`src/rtl/uart_arb_pkg.sv`:
```
`default_nettype none
// ============================================================================
// Package     : uart_arb_pkg
// Description : Shared types and helpers for the UART TX push arbiter.
// Revision    : 1.0 - initial release
// ============================================================================
package uart_arb_pkg;

    localparam int PAYLOAD_W = 8;
    localparam int MAX_N     = 8;
    localparam int MAX_IDX_W = 3;

    typedef enum logic {
        IDLE   = 1'b0,
        LOCKED = 1'b1
    } arb_state_t;

    typedef struct packed {
        logic [MAX_IDX_W-1:0] idx;
        logic                 found;
    } rr_pick_t;

    // First set bit of valid at or after ptr, wrapping at n (n <= MAX_N).
    function automatic rr_pick_t rr_pick(
        input logic [MAX_N-1:0]     valid,
        input logic [MAX_IDX_W-1:0] ptr,
        input int unsigned          n
    );
        rr_pick_t    res;
        int unsigned cand;
        res.idx   = '0;
        res.found = 1'b0;
        for (int unsigned k = 0; k < MAX_N; k++) begin
            cand = 32'(ptr) + k;
            if (cand >= n) begin
                cand = cand - n;
            end
            if (k < n && !res.found && valid[cand[MAX_IDX_W-1:0]]) begin
                res.idx   = cand[MAX_IDX_W-1:0];
                res.found = 1'b1;
            end
        end
        return res;
    endfunction

endpackage
`default_nettype wire

```
`src/rtl/uart_rr_picker.sv`:
```
`default_nettype none
// ============================================================================
// Module      : uart_rr_picker
// Description : Combinational rotating priority encoder starting at ptr.
// Revision    : 1.0 - initial release
// ============================================================================
module uart_rr_picker
    import uart_arb_pkg::*;
#(
    parameter int N     = 4,
    parameter int IDX_W = 2
) (
    input  logic [N-1:0]     valid,
    input  logic [IDX_W-1:0] ptr,
    output logic [IDX_W-1:0] idx,
    output logic             found
);

    logic [MAX_N-1:0]     valid_ext;
    logic [MAX_IDX_W-1:0] ptr_ext;
    rr_pick_t             pick;
    logic                 unused_pick_bits;

    always_comb begin
        valid_ext          = '0;
        valid_ext[N-1:0]   = valid;
        ptr_ext            = '0;
        ptr_ext[IDX_W-1:0] = ptr;
        pick               = rr_pick(valid_ext, ptr_ext, N);
    end

    assign idx              = pick.idx[IDX_W-1:0];
    assign found            = pick.found;
    assign unused_pick_bits = ^pick.idx;

endmodule
`default_nettype wire

```
`src/rtl/uart_tx_push_arbiter.sv`:
```
`default_nettype none
// ============================================================================
// Module      : uart_tx_push_arbiter
// Description : Message-locked round-robin arbiter for the UART TX FIFO push
//               port. Define UART_ARB_TIMEOUT_EN to release a stalled owner.
// Revision    : 1.0 - initial release
// ============================================================================
module uart_tx_push_arbiter
    import uart_arb_pkg::*;
#(
    parameter int N              = 4,
    parameter int TIMEOUT_CYCLES = 256
) (
    input  logic                   io_mainClk,
    input  logic                   resetCtrl_systemReset,
    input  logic                   io_flush,
    input  logic [N-1:0]           io_req_valid,
    output logic [N-1:0]           io_req_ready,
    input  logic [PAYLOAD_W*N-1:0] io_req_payload,
    input  logic [N-1:0]           io_req_last,
    output logic                   io_push_valid,
    input  logic                   io_push_ready,
    output logic [PAYLOAD_W-1:0]   io_push_payload,
    output logic                   io_fifo_flush,
    output logic [N-1:0]           io_grant,
    output logic                   io_locked,
    output logic                   io_timeout
);

    localparam int IDX_W = (N > 1) ? $clog2(N) : 1;

    arb_state_t           state, state_nxt;
    logic [IDX_W-1:0]     rr_ptr, rr_ptr_nxt;
    logic [IDX_W-1:0]     owner, owner_nxt;
    logic [IDX_W-1:0]     pick_idx, sel;
    logic                 pick_found, have, fire, sel_valid, sel_last;
    logic [N-1:0]         sel_onehot;
    logic                 timeout_hit;
    logic [PAYLOAD_W-1:0] req_byte [N];

    function automatic logic [IDX_W-1:0] rr_next(input logic [IDX_W-1:0] x);
        return (32'(x) == N - 1) ? '0 : x + 1'b1;
    endfunction

    for (genvar i = 0; i < N; i++) begin : g_unpack
        assign req_byte[i] = io_req_payload[i*PAYLOAD_W +: PAYLOAD_W];
    end

    uart_rr_picker #(
        .N     (N),
        .IDX_W (IDX_W)
    ) u_picker (
        .valid (io_req_valid),
        .ptr   (rr_ptr),
        .idx   (pick_idx),
        .found (pick_found)
    );

    // While locked the mux is pinned to the owner, valid or not.
    always_comb begin
        have            = (state == LOCKED) || pick_found;
        sel             = (state == LOCKED) ? owner : pick_idx;
        sel_onehot      = have ? (N'(1) << sel) : '0;
        sel_valid       = io_req_valid[sel];
        sel_last        = io_req_last[sel];
        io_grant        = sel_onehot;
        io_push_valid   = !io_flush && have && sel_valid;
        io_push_payload = req_byte[sel];
        io_req_ready    = io_flush ? '0 : (sel_onehot & {N{io_push_ready}});
        fire            = io_push_valid && io_push_ready;
    end

    assign io_locked     = (state == LOCKED);
    assign io_fifo_flush = io_flush;

    always_comb begin
        state_nxt  = state;
        rr_ptr_nxt = rr_ptr;
        owner_nxt  = owner;
        if (io_flush) begin
            state_nxt  = IDLE;
            rr_ptr_nxt = '0;
        end else if (timeout_hit) begin
            state_nxt  = IDLE;
            rr_ptr_nxt = rr_next(owner);
        end else if (fire) begin
            if (sel_last) begin
                state_nxt  = IDLE;
                rr_ptr_nxt = rr_next(sel);
            end else begin
                state_nxt = LOCKED;
                owner_nxt = sel;
            end
        end
    end

    always_ff @(posedge io_mainClk or posedge resetCtrl_systemReset) begin
        if (resetCtrl_systemReset) begin
            state  <= IDLE;
            rr_ptr <= '0;
            owner  <= '0;
        end else begin
            state  <= state_nxt;
            rr_ptr <= rr_ptr_nxt;
            owner  <= owner_nxt;
        end
    end

`ifdef UART_ARB_TIMEOUT_EN
    localparam int CNT_W = (TIMEOUT_CYCLES > 1) ? $clog2(TIMEOUT_CYCLES) : 1;

    logic [CNT_W-1:0] idle_cnt;
    logic             timeout_pulse;

    assign timeout_hit = (state == LOCKED) && !io_req_valid[owner] &&
                         (idle_cnt == CNT_W'(TIMEOUT_CYCLES - 1));

    always_ff @(posedge io_mainClk or posedge resetCtrl_systemReset) begin
        if (resetCtrl_systemReset) begin
            idle_cnt      <= '0;
            timeout_pulse <= 1'b0;
        end else begin
            timeout_pulse <= timeout_hit && !io_flush;
            if (io_flush || timeout_hit || state != LOCKED || io_req_valid[owner]) begin
                idle_cnt <= '0;
            end else begin
                idle_cnt <= idle_cnt + 1'b1;
            end
        end
    end

    assign io_timeout = timeout_pulse;
`else
    logic unused_timeout_cfg;

    assign timeout_hit        = 1'b0;
    assign io_timeout         = 1'b0;
    assign unused_timeout_cfg = (TIMEOUT_CYCLES > 0);
`endif

endmodule
`default_nettype wire

```
`config.mk`:
```
export PLATFORM = sky130hd
export DESIGN_NAME = uart_tx_push_arbiter
export DESIGN_NICKNAME = d
export VERILOG_FILES = /design/src/rtl/uart_arb_pkg.sv /design/src/rtl/uart_rr_picker.sv /design/src/rtl/uart_tx_push_arbiter.sv
export SDC_FILE = /design/constraint.sdc
export NUM_CORES = 1
export LEC_CHECK = 0
export CORE_UTILIZATION = 34
export CTS_BUF_LIST = sky130_fd_sc_hd__clkbuf_4 sky130_fd_sc_hd__clkbuf_8
export DETAILED_ROUTE_END_ITERATION = 10
export GPL_ROUTABILITY_DRIVEN = 0
export HOLD_SLACK_MARGIN = 0.06
export PLACE_DENSITY = 0.84
export RECOVER_POWER = 100
export SYNTH_ARGS = -nofsm -noshare
export SYNTH_HDL_FRONTEND = slang
export SYNTH_HIERARCHICAL = 1
export SYNTH_SLANG_ARGS = --single-unit
```
`constraint.sdc`:
```
create_clock -name io_mainClk -period 3.8 [get_ports io_mainClk]
set_input_delay 0.76 -clock io_mainClk [delete_from_list [all_inputs] [get_ports io_mainClk]]
set_output_delay 0.76 -clock io_mainClk [all_outputs]
set_load 0.02 [all_outputs]
```
==> run metrics, run 1 <==
status complete, no violations; CP max-delay cell clkdlybuf4s50_1; Post-Syn Area per Cell 6.92 sq um; die area ~2600 sq um; Leak Pwr 0.000745 uW; Max stage delay on crit path 0.46 ns; Post-Layout Inst Area ~1500 sq um; Final #Nets around 240; FF+latch count, synth 5; area of the core 2230 sq um; Crit. End Element output pin; final setup fails 0; grt total ovfl 0; final slew viol count 0; number of synthesis warnings 6; Initial Utilization 0.366; Die H 51.0 microns; Hold Violations, Final 0; IO Pins 64; Max Clock Skew 0.00791 ns; largest net degree at the start of global routing 13; Total Power 535 uW; Bufs on Longest Clock Path 2; CP Launch Type input port; vias in the first global route around 1200; Cell Area, Synth about 800 sq um; via/cell ratio 4.99; Fillers roughly 180; maximum capacitance violations 0; area grow syn2layout 89.4%; Root Buffer clkbuf_4; Pwr per Cell Area 346 nW/um^2; hold buffer count at CTS 0; CP Class in2out; share of cells above drive strength 1 0.159; CTS sink cnt 5; setup bufs post-CTS 0; Seq/Total Area, Yosys 0.153; post-route minimum period 3.68 ns; Cell Area, Placed 1580 sq um; final wirelength around 2900 microns; Pre-Repair DR Iteration Count 4; 1st-iter DRT viols 11; WL per Instance 12.9 microns; DRT antenna net count 0; f_max 0.272 GHz; Peak VDD IR ~0.00021 V; final core utilization 0.693; Post-synth EDFFs 0; Final HPWL DP around 2400 microns; All-Layer GR Usage 0.248; Remaining DRCs 0; H-tree depth 1; type of the tightest min-delay check reg2reg; Rows 17; Die Wd about 51 microns; Post-Synthesis Cells between 100 and 150; Most common cell on crit path buf_4; total CTS buffers 3; Netlist cell types 33; number of diodes 0; CP Data Required Time roughly 3.0 ns; Main synth FF type dfrtp_1; TritonCTS clock tree done; worst hold margin 0.555 ns; CTS clk-pin slew, worst paths 0.05 ns; Post-Syn Nets 166; initial antenna violation count 0; critical-path maximum fanout 8; Clk Latency, worst-skew pair 0.25 ns; RSZ-0062 raised after global routing false; Arr. time, crit path 2.92 ns; worst-path cell chain clkdlybuf4s50_1, mux2i_1, nor2_1, a311oi_1, buf_4, mux2i_4, buf_4, ha_1, nor2b_2, and2_1, clkdlybuf4s15_1; port bufs 62; vias 1113; fin crit share 0.967; first-pass GRT wire length 4860 microns; asr flop ratio synth 1.00
[cell usage in the layout, fill, tap and decap left out, drive strengths merged]
master,netlist,routed
and3,9,9
a32o,1,1
mux2i,6,6
and2,4,4
conb,1,1
clkbuf,1,13
nor2b,9,9
o32ai,1,1
dlygate4sd2,0,6
dlymetal6s2s,0,1
ha,4,4
nand2,36,36
o21ai,1,1
o2bb2a,1,1
nor3b,1,1
a221oi,1,1
inv,4,4
a21oi,5,5
nand2b,3,3
dfrtp,5,5
dlygate4sd3,0,3
a221o,1,1
or4,1,1
nor2,3,3
clkdlybuf4s50,0,40
a31oi,8,8
a311oi,1,1
clkinv,1,1
buf,6,18
clkdlybuf4s15,0,2
nor3,1,1
clkdlybuf4s25,0,1
mux2,3,3
[metal layers]
| layer | vias up | routed length [microns] | GRT usage |
|---|---|---|---|
| li1 | 558 | - | - |
| met1 | 507 | 1140 | 0.270 |
| met2 | 44 | 1530 | 0.458 |
| met3 | 4 | 178 | 0.0655 |
| met4 | 0 | 22 | 0.0787 |
| met5 | - | 0 | 0 |
[registers in the layout, summed over array words and instances (netlist names)]
register,cells
io_locked,1
owner,2
rr_ptr,2
[repair_timing]
item | 4_1_cts | 5_1_grt
endpoints found under the setup margin | 17 | 16
resized for setup | 23 | 29
cloned | 0 | 0
[logic make-up (layout without fill, tap and decap cells)]
logic type	count (synthesis)	after routing	share of synthesized area
AND/OR/NAND/NOR	67	67	0.407
AO/OA/AOI/OAI	20	20	0.167
buffers and inverters	12	89	0.0765
multiplexers	9	9	0.130
flip-flops	5	5	0.153
adder cells (fa/ha/maj)	4	4	0.0613
other	1	1	0.00459
[area by class of cell]
type / instances / area (sq um) / share of cell area
Timing Repair Buffer: 80 / 712 / 0.460
Multi-Input combinational cell: 101 / 626 / 0.404
Sequential cell: 5 / 125 / 0.0808
Tap cell: 28 / 35.0 / 0.0226
Clock buffer: 4 / 30.0 / 0.0194
Inverter: 5 / 20.0 / 0.0129
[Yosys cell counts (2+ instances only)]
library cell   n  area [sq um]
and3_1         8          50.1
buf_4          2          15.0
nand2b_1       3          18.8
mux2_1         3          33.8
nor2_1         3          11.3
a31oi_1        8          50.1
mux2i_1        5          50.1
ha_1           4          50.1
and2_1         4          25.0
dfrtp_1        5           125
a21oi_1        5          25.0
buf_2          2          10.0
nor2b_1        9          56.3
nand2_1       36           135
inv_1          3          11.3
[worst max-delay path, delay by kind of cell]
| kind | cells | cell delay [ns] |
|---|---|---|
| compound gates | 1 | 0.24 |
| mux | 2 | 0.23 |
| fa+ha+maj | 1 | 0.20 |
| simple gates | 3 | 0.37 |
| buf+inv | 4 | 1.10 |
[where the power goes]
| part | internal (uW) | leakage (uW) | switching [uW] | total (uW) |
|---|---|---|---|---|
| Clock | 46.9 | 0.0000184 | 23.6 | 70.6 |
| Combinational | 185 | 0.000660 | 192 | 377 |
| Sequential | 67.5 | 0.0000668 | 19.9 | 87.4 |
| Total | 300 | 0.000745 | 235 | 535 |
[per-stage QoR]
stage	worst slack, ns	cells	setup TNS, ns
CTS	-0.00223	223	-0.00223
detailed placement	-0.383	219	-4.40
finish	0.124	223	0
floorplan	0.0148	118	0
global route	0.000636	223	0
global placement	-0.234	219	-2.25
[final timing paths]
kind	start	endpoint	slack, ns	depth (start not counted)
max reg2reg	rr_ptr[1]	owner[1]	1.08	12
max	io_req_valid[2]	io_req_ready[0]	0.12	11
min reg2reg	owner[1]	owner[1]	0.56	1
min	owner[1]	owner[1]	0.56	1
min in group asynchronous	resetCtrl_systemReset	rr_ptr[1]	0.85	2
max in group asynchronous	resetCtrl_systemReset	rr_ptr[0]	2.76	2
No activity file was read; power rests on OpenSTA's default activity.
==> inputs of run 2 (changes only) <==
--- a/config.mk
+++ b/config.mk
@@ -12,6 +12,7 @@
 export HOLD_SLACK_MARGIN = 0.06
 export PLACE_DENSITY = 0.84
 export RECOVER_POWER = 100
+export SKIP_CTS_REPAIR_TIMING = 1
 export SYNTH_ARGS = -nofsm -noshare
 export SYNTH_HDL_FRONTEND = slang
 export SYNTH_HIERARCHICAL = 1
==> run 2 against run 1 <==
Against the previous run:
- clock power barely moved
- setup slack got worse by 0.0055 ns
- sequential cell count did not move
- highest routed layer unchanged
- register-to-register slack improved by 0.05 ns
- total power rose by 5.7%
- wire length rose by 3.0%
- worst hold slack improved by 0.0084 ns
- clock-buffer cell count did not move
- fmax fell by 0.15%
==> run metrics, run 2 (synthesized netlist as in run 1, its figures left out) <==
status complete, no violations; final slew viol count 0 (unchanged); Pwr per Cell Area 345 nW/um^2 (-0.28%); IO Pins 64 (unchanged); final wirelength 2960 microns (+3.0%); Die H 51.0 microns (unchanged); critical-path maximum fanout 4 (-4); Post-Layout Inst Area 1640 sq um (+6.0%); worst-path cell chain clkdlybuf4s50_1, a21oi_1, o21ai_1, o2bb2a_1, nor2b_1, a21oi_2, clkinv_1, ha_1, nor2b_1, and2_1, dlymetal6s2s_1; Crit. End Element output pin; M3 GR Usage 0.0655 (unchanged); Root Buffer clkbuf_4; Cell Area, Placed 1580 sq um (unchanged); final setup fails 0 (unchanged); Final #Nets 244 (unchanged); initial antenna violation count 0 (unchanged); CTS clk-pin slew, worst paths 0.05 ns (about the same); share of cells above drive strength 1 0.154 (-0.00513); WL per Instance 13.3 microns (+3.0%); Levels on crit path 11 (unchanged); type of the tightest min-delay check reg2reg; CP Data Required Time 3.04 ns (about the same); setup_tns 0 ns (unchanged); commonest non-fill, non-tap cell in the layout clkdlybuf4s50_1; CTS sink cnt 5 (unchanged); most frequent cells in the layout 42 x clkdlybuf4s50_1, 36 x nand2_1, 17 x buf_4; f_max 0.272 GHz (-0.15%); Worst Hold Launch owner[1]; worst reg2reg path depth 12 (unchanged); Final HPWL DP 2400 microns (unchanged); Max Clock Skew 0.00731 ns (-0.000598 ns); vias 1142 (+2.6%); first-pass GRT wire length 4810 microns (-1.1%); met2 Usage GRT 0.452 (-0.00658); DRT antenna net count 0 (unchanged); Fillers 154 (-15%); area of the core 2230 sq um (unchanged); Hold Path Cell Cnt 1 (unchanged); Inst Count DP 219 (unchanged); Max stage delay on crit path 0.53 ns (+0.07 ns); Leak Pwr 0.000904 uW (+21%); Rows 17 (unchanged); Pre-Repair DR Iteration Count 7 (+3); flop-to-flop setup slack 1.13 ns (+0.05 ns); Worst path top cell family by delay buffers and inverters; area grow syn2layout 101%; total CTS buffers 3 (unchanged); Top Usage Layer GRT met2; fin crit share 0.969 (+0.00145); Most common cell on crit path nor2b_1; Final Non-Filler Cells 223 (unchanged); port bufs 62 (unchanged); via/cell ratio 5.12 (+2.6%); All-Layer GR Usage 0.245 (-0.00249); maximum capacitance violations 0 (unchanged); CP max-delay cell clkdlybuf4s50_1; met1 usage 0.268 (-0.00179); H-tree depth 1 (unchanged); Hold Violations, Final 0 (unchanged); Remaining DRCs 0 (unchanged); hold endpoint owner[1]; vias in the first global route 1148 (-0.78%); number of diodes 0 (unchanged); Total Power 565 uW (+5.7%); CP Launch Type input port; Initial Utilization 0.366 (unchanged); post-route minimum period 3.68 ns (+0.00552 ns); Bufs on Longest Clock Path 2 (unchanged); TritonCTS clock tree done; 1st-iter DRT viols 24 (+13); Buf+Inv Stages, Crit Path 3 (-1); final core utilization 0.734 (+0.0415); die area 2600 sq um (unchanged); Clk Latency, worst-skew pair 0.25 ns (about the same); Die Wd 51.0 microns (unchanged); CP Class in2out; Arr. time, crit path 2.92 ns (about the same); Peak VDD IR 0.000228 V (+7.9%); FF-to-FF End rr_ptr[1]; largest net degree at the start of global routing 13 (unchanged); grt total ovfl 0 (unchanged); r2r startpoint rr_ptr[1]
## run 2: cell types whose count changed in the layout (fill, tap and decap cells not counted), sizes merged
| cell | before | now |
|---|---|---|
| clkbuf | 13 | 6 |
| clkdlybuf4s15 | 2 | 0 |
| clkdlybuf4s25 | 1 | 0 |
| clkdlybuf4s50 | 40 | 42 |
| dlygate4sd2 | 6 | 0 |
| dlymetal6s2s | 1 | 15 |
## run 2: worst max path at each step
stage,startpoint,end,slack (ns)
after floorplan,io_req_valid[2],io_req_ready[1],0.01
after global placement,io_req_valid[0],io_req_ready[0],-0.23
after detailed placement,io_req_valid[0],io_req_ready[0],-0.38
after CTS,io_req_valid[0],io_req_ready[0],-0.42
after global routing,io_req_valid[1],io_push_payload[3],-0.01
final,io_req_valid[0],io_req_ready[3],0.12
## run 2: cell type report
class                      count  area, sq um  area share
sequential                     5          125      0.0763
tap                           28         35.0      0.0214
timing repair buffer          80          796       0.485
multi-input combinational    101          636       0.387
clock buffer                   4         30.0      0.0183
inverter                       5         18.8      0.0114
## run 2: per-layer routing
metal,vias up,part of all wire
li1,558,-
met1,528,0.39
met2,54,0.54
met3,2,0.067
met4,0,0.0027
met5,-,0
## run 2: worst reg2reg max path: stages (launching register included)
cell and delay, ns:
dfrtp_1 0.45, mux2i_1 0.22, nor2_1 0.06, a311oi_1 0.24, buf_4 0.17, mux2i_4 0.06, inv_2 0.15, buf_12 0.14
buf_4 0.10, mux2i_1 0.06, mux2i_1 0.29, and3_4 0.26, mux2_1 0.32
## run 2: where the power goes
part | internal (uW) | switching (uW) | total [uW]
registers | 67.5 | 20.3 | 87.8
clock network | 46.9 | 23.5 | 70.5
logic | 214 | 193 | 407
## run 2: metrics by stage
step | hold slack (ns) | worst slack, ns
2_1_floorplan | 0.495 | 0.0148
3_3_place_gp | 0.515 | -0.234
3_5_place_dp | 0.527 | -0.383
5_1_grt | 0.597 | -0.0111
6_report | 0.564 | 0.118
4_1_cts | 0.537 | -0.421
==> inputs of run 3 (changes only) <==
--- a/config.mk
+++ b/config.mk
@@ -5,12 +5,14 @@
 export SDC_FILE = /design/constraint.sdc
 export NUM_CORES = 1
 export LEC_CHECK = 0
-export CORE_UTILIZATION = 34
+export CORE_UTILIZATION = 55
 export CTS_BUF_LIST = sky130_fd_sc_hd__clkbuf_4 sky130_fd_sc_hd__clkbuf_8
 export DETAILED_ROUTE_END_ITERATION = 10
+export DONT_BUFFER_PORTS = 1
 export GPL_ROUTABILITY_DRIVEN = 0
+export GPL_TIMING_DRIVEN = 1
 export HOLD_SLACK_MARGIN = 0.06
-export PLACE_DENSITY = 0.84
+export PLACE_DENSITY = 0.72
 export RECOVER_POWER = 100
 export SKIP_CTS_REPAIR_TIMING = 1
 export SYNTH_ARGS = -nofsm -noshare
==> run 3 against run 2 <==
Against the previous run:
- non-clock buffer count decreased by 65
- largest cell class is now multi-input gates
- via count decreased by 25%
- first-iteration DRC count decreased by 54%
- final cell count decreased by 35%
- sequential cell count unchanged
- clock power increased by 1%
- worst hold slack got worse by 0.27 ns
- wire length decreased by 32%
- highest routed layer unchanged
- fmax increased by 9.6%
- register-to-register slack got worse by 0.14 ns
- global-route usage decreased by 1.7 points
- critical path depth decreased by 3
- critical path type unchanged
==> run metrics, run 3 (synthesized netlist as in run 1, its figures left out) <==
Total Power 417 uW (-26%); DRT antenna net count 0 (unchanged); Max stage delay on crit path 0.51 ns (-0.02 ns); Pre-Repair DR Iteration Count 4 (-3); final setup fails 0 (unchanged); status complete, no violations; die area 1640 sq um (-37%); TritonCTS clock tree done; area of the core 1330 sq um (-40%); port bufs 0 (-100%); f_max 0.298 GHz (+9.6%); critical-path maximum fanout 19 (+15); area grow syn2layout 7.81%; Peak VDD IR 0.000304 V (+33%); largest net degree at the start of global routing 23 (+10); worst slew pin tran 0.568 ns; first-pass GRT wire length 2470 microns (-49%); Arr. time, crit path 2.60 ns (-0.32 ns); Final #Nets 179 (-27%); Max Clock Skew 0.00729 ns (-0.0000258 ns); All-Layer GR Usage 0.228 (-0.0174); RSZ-0062 raised after global routing false; Fillers 139 (-9.7%); Die H 40.5 microns (-21%); vias in the first global route 550 (-52%); worst reg2reg path depth 10 (-2); IO Pins 64 (unchanged); WL per Instance 14.0 microns (+5.0%); worst-path cell chain mux2i_1, nor2_1, a311oi_1, mux2i_4, clkbuf_2, ha_1, nor2b_1, and2_0; commonest non-fill, non-tap cell in the layout nand2_1; CP Data Required Time 3.04 ns (about the same); initial antenna violation count 0 (unchanged); number of diodes 0 (unchanged); most frequent cells in the layout 36 x nand2_1, 11 x clkbuf_1, 9 x nor2b_1, 9 x and3_1, 8 x a31oi_1; Rows 13 (-4); Levels on crit path 8 (-3); Buf+Inv Stages, Crit Path 1 (-2); Bufs on Longest Clock Path 2 (unchanged); H-tree depth 1 (unchanged); Worst path top cell family by delay compound AO/OA/AOI/OAI gates; fin crit share 0.884 (-0.0848); Remaining DRCs 0 (unchanged); share of cells above drive strength 1 0.0692 (-0.0846); via/cell ratio 5.90 (+15%); final core utilization 0.660 (-0.0740); Initial Utilization 0.613 (+0.247); CTS clk-pin slew, worst paths 0.05 ns (about the same); grt total ovfl 0 (unchanged); CP Class in2out; Clk Latency, worst-skew pair 0.25 ns (about the same); setup_tns 0 ns (unchanged); Leak Pwr 0.000414 uW (-54%); post-route minimum period 3.36 ns (-0.322 ns); 1st-iter DRT viols 11 (-54%); Final HPWL DP 1530 microns (-36%); Pwr per Cell Area 473 nW/um^2 (+37%); total CTS buffers 3 (unchanged); final slew viol count 0 (unchanged); Die Wd 40.5 microns (-21%); final wirelength 2020 microns (-32%); Crit. End Element output pin; Hold Violations, Final 0 (unchanged); CTS sink cnt 5 (unchanged); CP Launch Type input port; type of the tightest min-delay check in2async; CP max-delay cell a311oi_1; Root Buffer clkbuf_4; vias 856 (-25%); maximum capacitance violations 0 (unchanged); Rel. slew slack 0.618
[run 3: cell types whose count changed in the layout (fill, tap and decap cells not counted), sizes merged]
cell and delta:
dlygate4sd3 -3, buf -15, dlymetal6s2s -15, clkdlybuf4s50 -42
clkbuf +10
[run 3: power breakdown]
part / total, uW / internal, uW / switching [uW]
clock: 71.2 / 47.0 / 24.2
sequential: 89.4 / 67.5 / 21.9
combinational: 256 / 96.3 / 160
[run 3: layout make-up]
cell class,count,area [sq um],area share
inverters,5,18.8,0.0213
clock buffers,4,30.0,0.0341
repair buffers,15,68.8,0.0781
flip-flops and latches,5,125,0.142
multi-input cells,101,619,0.703
well taps,15,18.8,0.0213
[run 3: layer usage]
| metal | GRT usage | wire length (microns) | vias up |
|---|---|---|---|
| li1 | - | - | 428 |
| met1 | 0.306 | 866 | 378 |
| met2 | 0.349 | 986 | 46 |
| met3 | 0.0444 | 161 | 4 |
| met4 | 0.100 | 9 | 0 |
| met5 | 0 | 0 | - |
[run 3: final timing paths]
path                                       start              end  slack [ns]
min                        resetCtrl_systemReset         owner[1]        0.29
max                              io_req_valid[2]  io_req_ready[0]        0.44
max reg2reg                            rr_ptr[1]         owner[0]        0.99
max in group asynchronous  resetCtrl_systemReset         owner[0]        3.33
min reg2reg                             owner[1]         owner[1]        0.57
min in group io_mainClk                 owner[1]         owner[1]        0.57
[run 3: worst register-to-register path, stage by stage (launching register included)]
cell and delay (ns):
dfrtp_1 0.43, mux2i_1 0.21, nor2_1 0.05, a311oi_1 0.51, mux2i_4 0.13, inv_1 0.10
buf_4 0.25, mux2i_1 0.22, mux2i_1 0.10, nor3b_1 0.33, mux2_1 0.37
[run 3: metrics by stage]
step           worst slack, ns  cells  hold slack [ns]  instance area [sq um]
2_1_floorplan           0.0148    118            0.495                    817
3_3_place_gp             0.567    141            0.548                    905
3_5_place_dp             0.527    141            0.560                    905
4_1_cts                  0.514    145            0.291                    935
5_1_grt                  0.267    145            0.306                    881
6_report                 0.441    145            0.293                    881
==> RTL edit, RTL diff (flow settings as in run 3) <==
Build with the macro `UART_ARB_TIMEOUT_EN` defined.
--- a/src/rtl/uart_tx_push_arbiter.sv
+++ b/src/rtl/uart_tx_push_arbiter.sv
@@ -7,2 +7,4 @@
 // ============================================================================
+`define UART_ARB_TIMEOUT_EN
+
 module uart_tx_push_arbiter
Function: no difference found for any inputs over 10 cycles, from zero or initial values and one cycle with resetCtrl_systemReset high; that may be too few to reach the edited logic, so the function may still have changed.
==> RTL edit against run 3 <==
- count of clock-buffer cells in the layout unchanged
- routed wire length up 34%
- setup slack worse by 0.027 ns
- cell count up 45%
- design area up 54%
- total power up 45%
- core utilization down 4.8 points
- fmax down 0.80%
- synthesized area up 57%
- critical path depth up 1
- sequential cell count up 9
- largest cell class unchanged
==> RTL edit: results (changes against run 3) <==
----------------------------------------------------
[Power]
  Switching share of total power ... 43.6% (-5.8 points)
  Maximum ir drop on the vdd rail ... 258 uV (-15%)
  Final Power ... 604 uW (+45%)
  Comb group ... 308 uW (+20%)
  Static power due to leakage ... 0.610 nW (+47%)

[Yosys]
  Sequential fraction of the synthesis area ... 27.3% (+12 points)
  Compound-Gate Fraction of Synth Area ... 13.8% (-2.9 points)
  Post-Synth Adder-Cell Area ... 5.85% (-0.27 points)
  Most area-consuming cells after synthesis ... sky130_fd_sc_hd__dfrtp_1, sky130_fd_sc_hd__nand2_1, sky130_fd_sc_hd__ha_1
  Leading cell types by count after synthesis ... sky130_fd_sc_hd__nand2_1, sky130_fd_sc_hd__nor2_1, sky130_fd_sc_hd__dfrtp_1, sky130_fd_sc_hd__and3_1, sky130_fd_sc_hd__nor2b_1
  Number of distinct standard cells referenced by the synthesized netlist ... 36 (+9.1%)
  Net count after synthesis ... 218 (+31%)
  Post-Synth XOR/XNOR Area ... 4.10% (+4.1 points)

[Layout]
  Non-clock buffer count ... 17 (+2)
  Filler cell count in the final layout ... 208 (+50%)
  Multi-input logic cell count ... 138 (+37%)
  Share of post-route cells with drive strength above 1 ... 6.04% (-0.88 points)
  Sequential share of cell area ... 25.9% (+12 points)
  Number of nets at the end of the flow ... 233 (+30%)
  Non-Clock Inverter Count ... 9 (+4)
  Portion of the layout cell area used by non-clock buffers ... 5.36% (-2.5 points)

[Timing]
  Final Hold Slack ... 0.401 ns (+0.108 ns)
  Slew at the pin with the worst max-slew slack ... 0.589 ns (+0.0208 ns)
  Layout Skew ... 0.00185 ns (-0.00544 ns)

[Run status]
  Run status ... completed

[Setup path]
  Worst R2R Start ... rr_ptr[0]$_DFFE_PP0P_
  Maximum fanout along the worst path ... 14 (-5)
  Reg2reg setup slack ... 1.13 ns (+0.14 ns)
  Data arrival at the endpoint of the critical path ... 2.63 ns (+0.03 ns)
  Max incr delay on CP ... 0.49 ns (-0.02 ns)
  Critical-path cell with the highest stage delay ... sky130_fd_sc_hd__clkbuf_1
  Cell depth of the worst flop-to-flop path ... 9 (-1)
  CP top delay family ... buffers and inverters
  Start point of the critical path ... io_req_valid[1]

[GRT]
  Via count of the first global-routing pass ... 989 (+80%)
  Global-route wire length before repair ... 4.14 mm (+68%)
  Maximum number of pins on one net before global-route repair ... 22 (-4.3%)
  Global routing usage summed across all routing layers ... 21.2% (-1.6 points)

[Routing]
  Final routed wire length divided by cell count ... 12.9 um (-7.5%)
  Via Count ... 1,199 (+40%)
  Initial detailed-routing violation count ... 26 (+15)
  DR WL met3 ... 101 um (-37%)
  WL met2 ... 1.42 mm (+44%)
  Highest routing layer actually used ... met3
  Post-Route M1 WL ... 1.19 mm (+37%)

[Placed design]
  Cell Area, Placed ... 1390 um2 (+54%)
  Final HPWL from detailed placement ... 2.11 mm (+37%)

[Clock network]
  Buffer depth of the longest clock path ... 2 (unchanged)
  Clock network latency to the later pin of the worst-skew pair ... 0.27 ns (+0.02 ns)
  Number of clock sinks ... 14 (+9)

----------------------------------------------------
-- RTL edit: cell types whose count changed in the layout (fill, tap and decap cells not counted), moves of 4 or more --
cell / before / now
sky130_fd_sc_hd__dfrtp_1: 5 / 14
sky130_fd_sc_hd__nand2_1: 36 / 40
sky130_fd_sc_hd__xor2_1: 0 / 4
sky130_fd_sc_hd__inv_1: 4 / 8
sky130_fd_sc_hd__nand3_1: 0 / 5
sky130_fd_sc_hd__nor2_1: 3 / 15
-- RTL edit: through the flow --
step	utilization (%)	instances	setup WS, ns
detailed placement	62.9	206	0.660
global route	61.3	210	0.249
finish	61.3	210	0.413
global placement	62.9	206	0.692
CTS	64.5	210	0.638
floorplan	-	168	0.358
-- RTL edit: layer usage --
metal / GRT usage [%] / vias to the layer above
met4: 5.56 / 0
met2: 37.8 / 34
met3: 2.73 / 0
met5: 0 / -
met1: 26.8 / 565
li1: - / 600
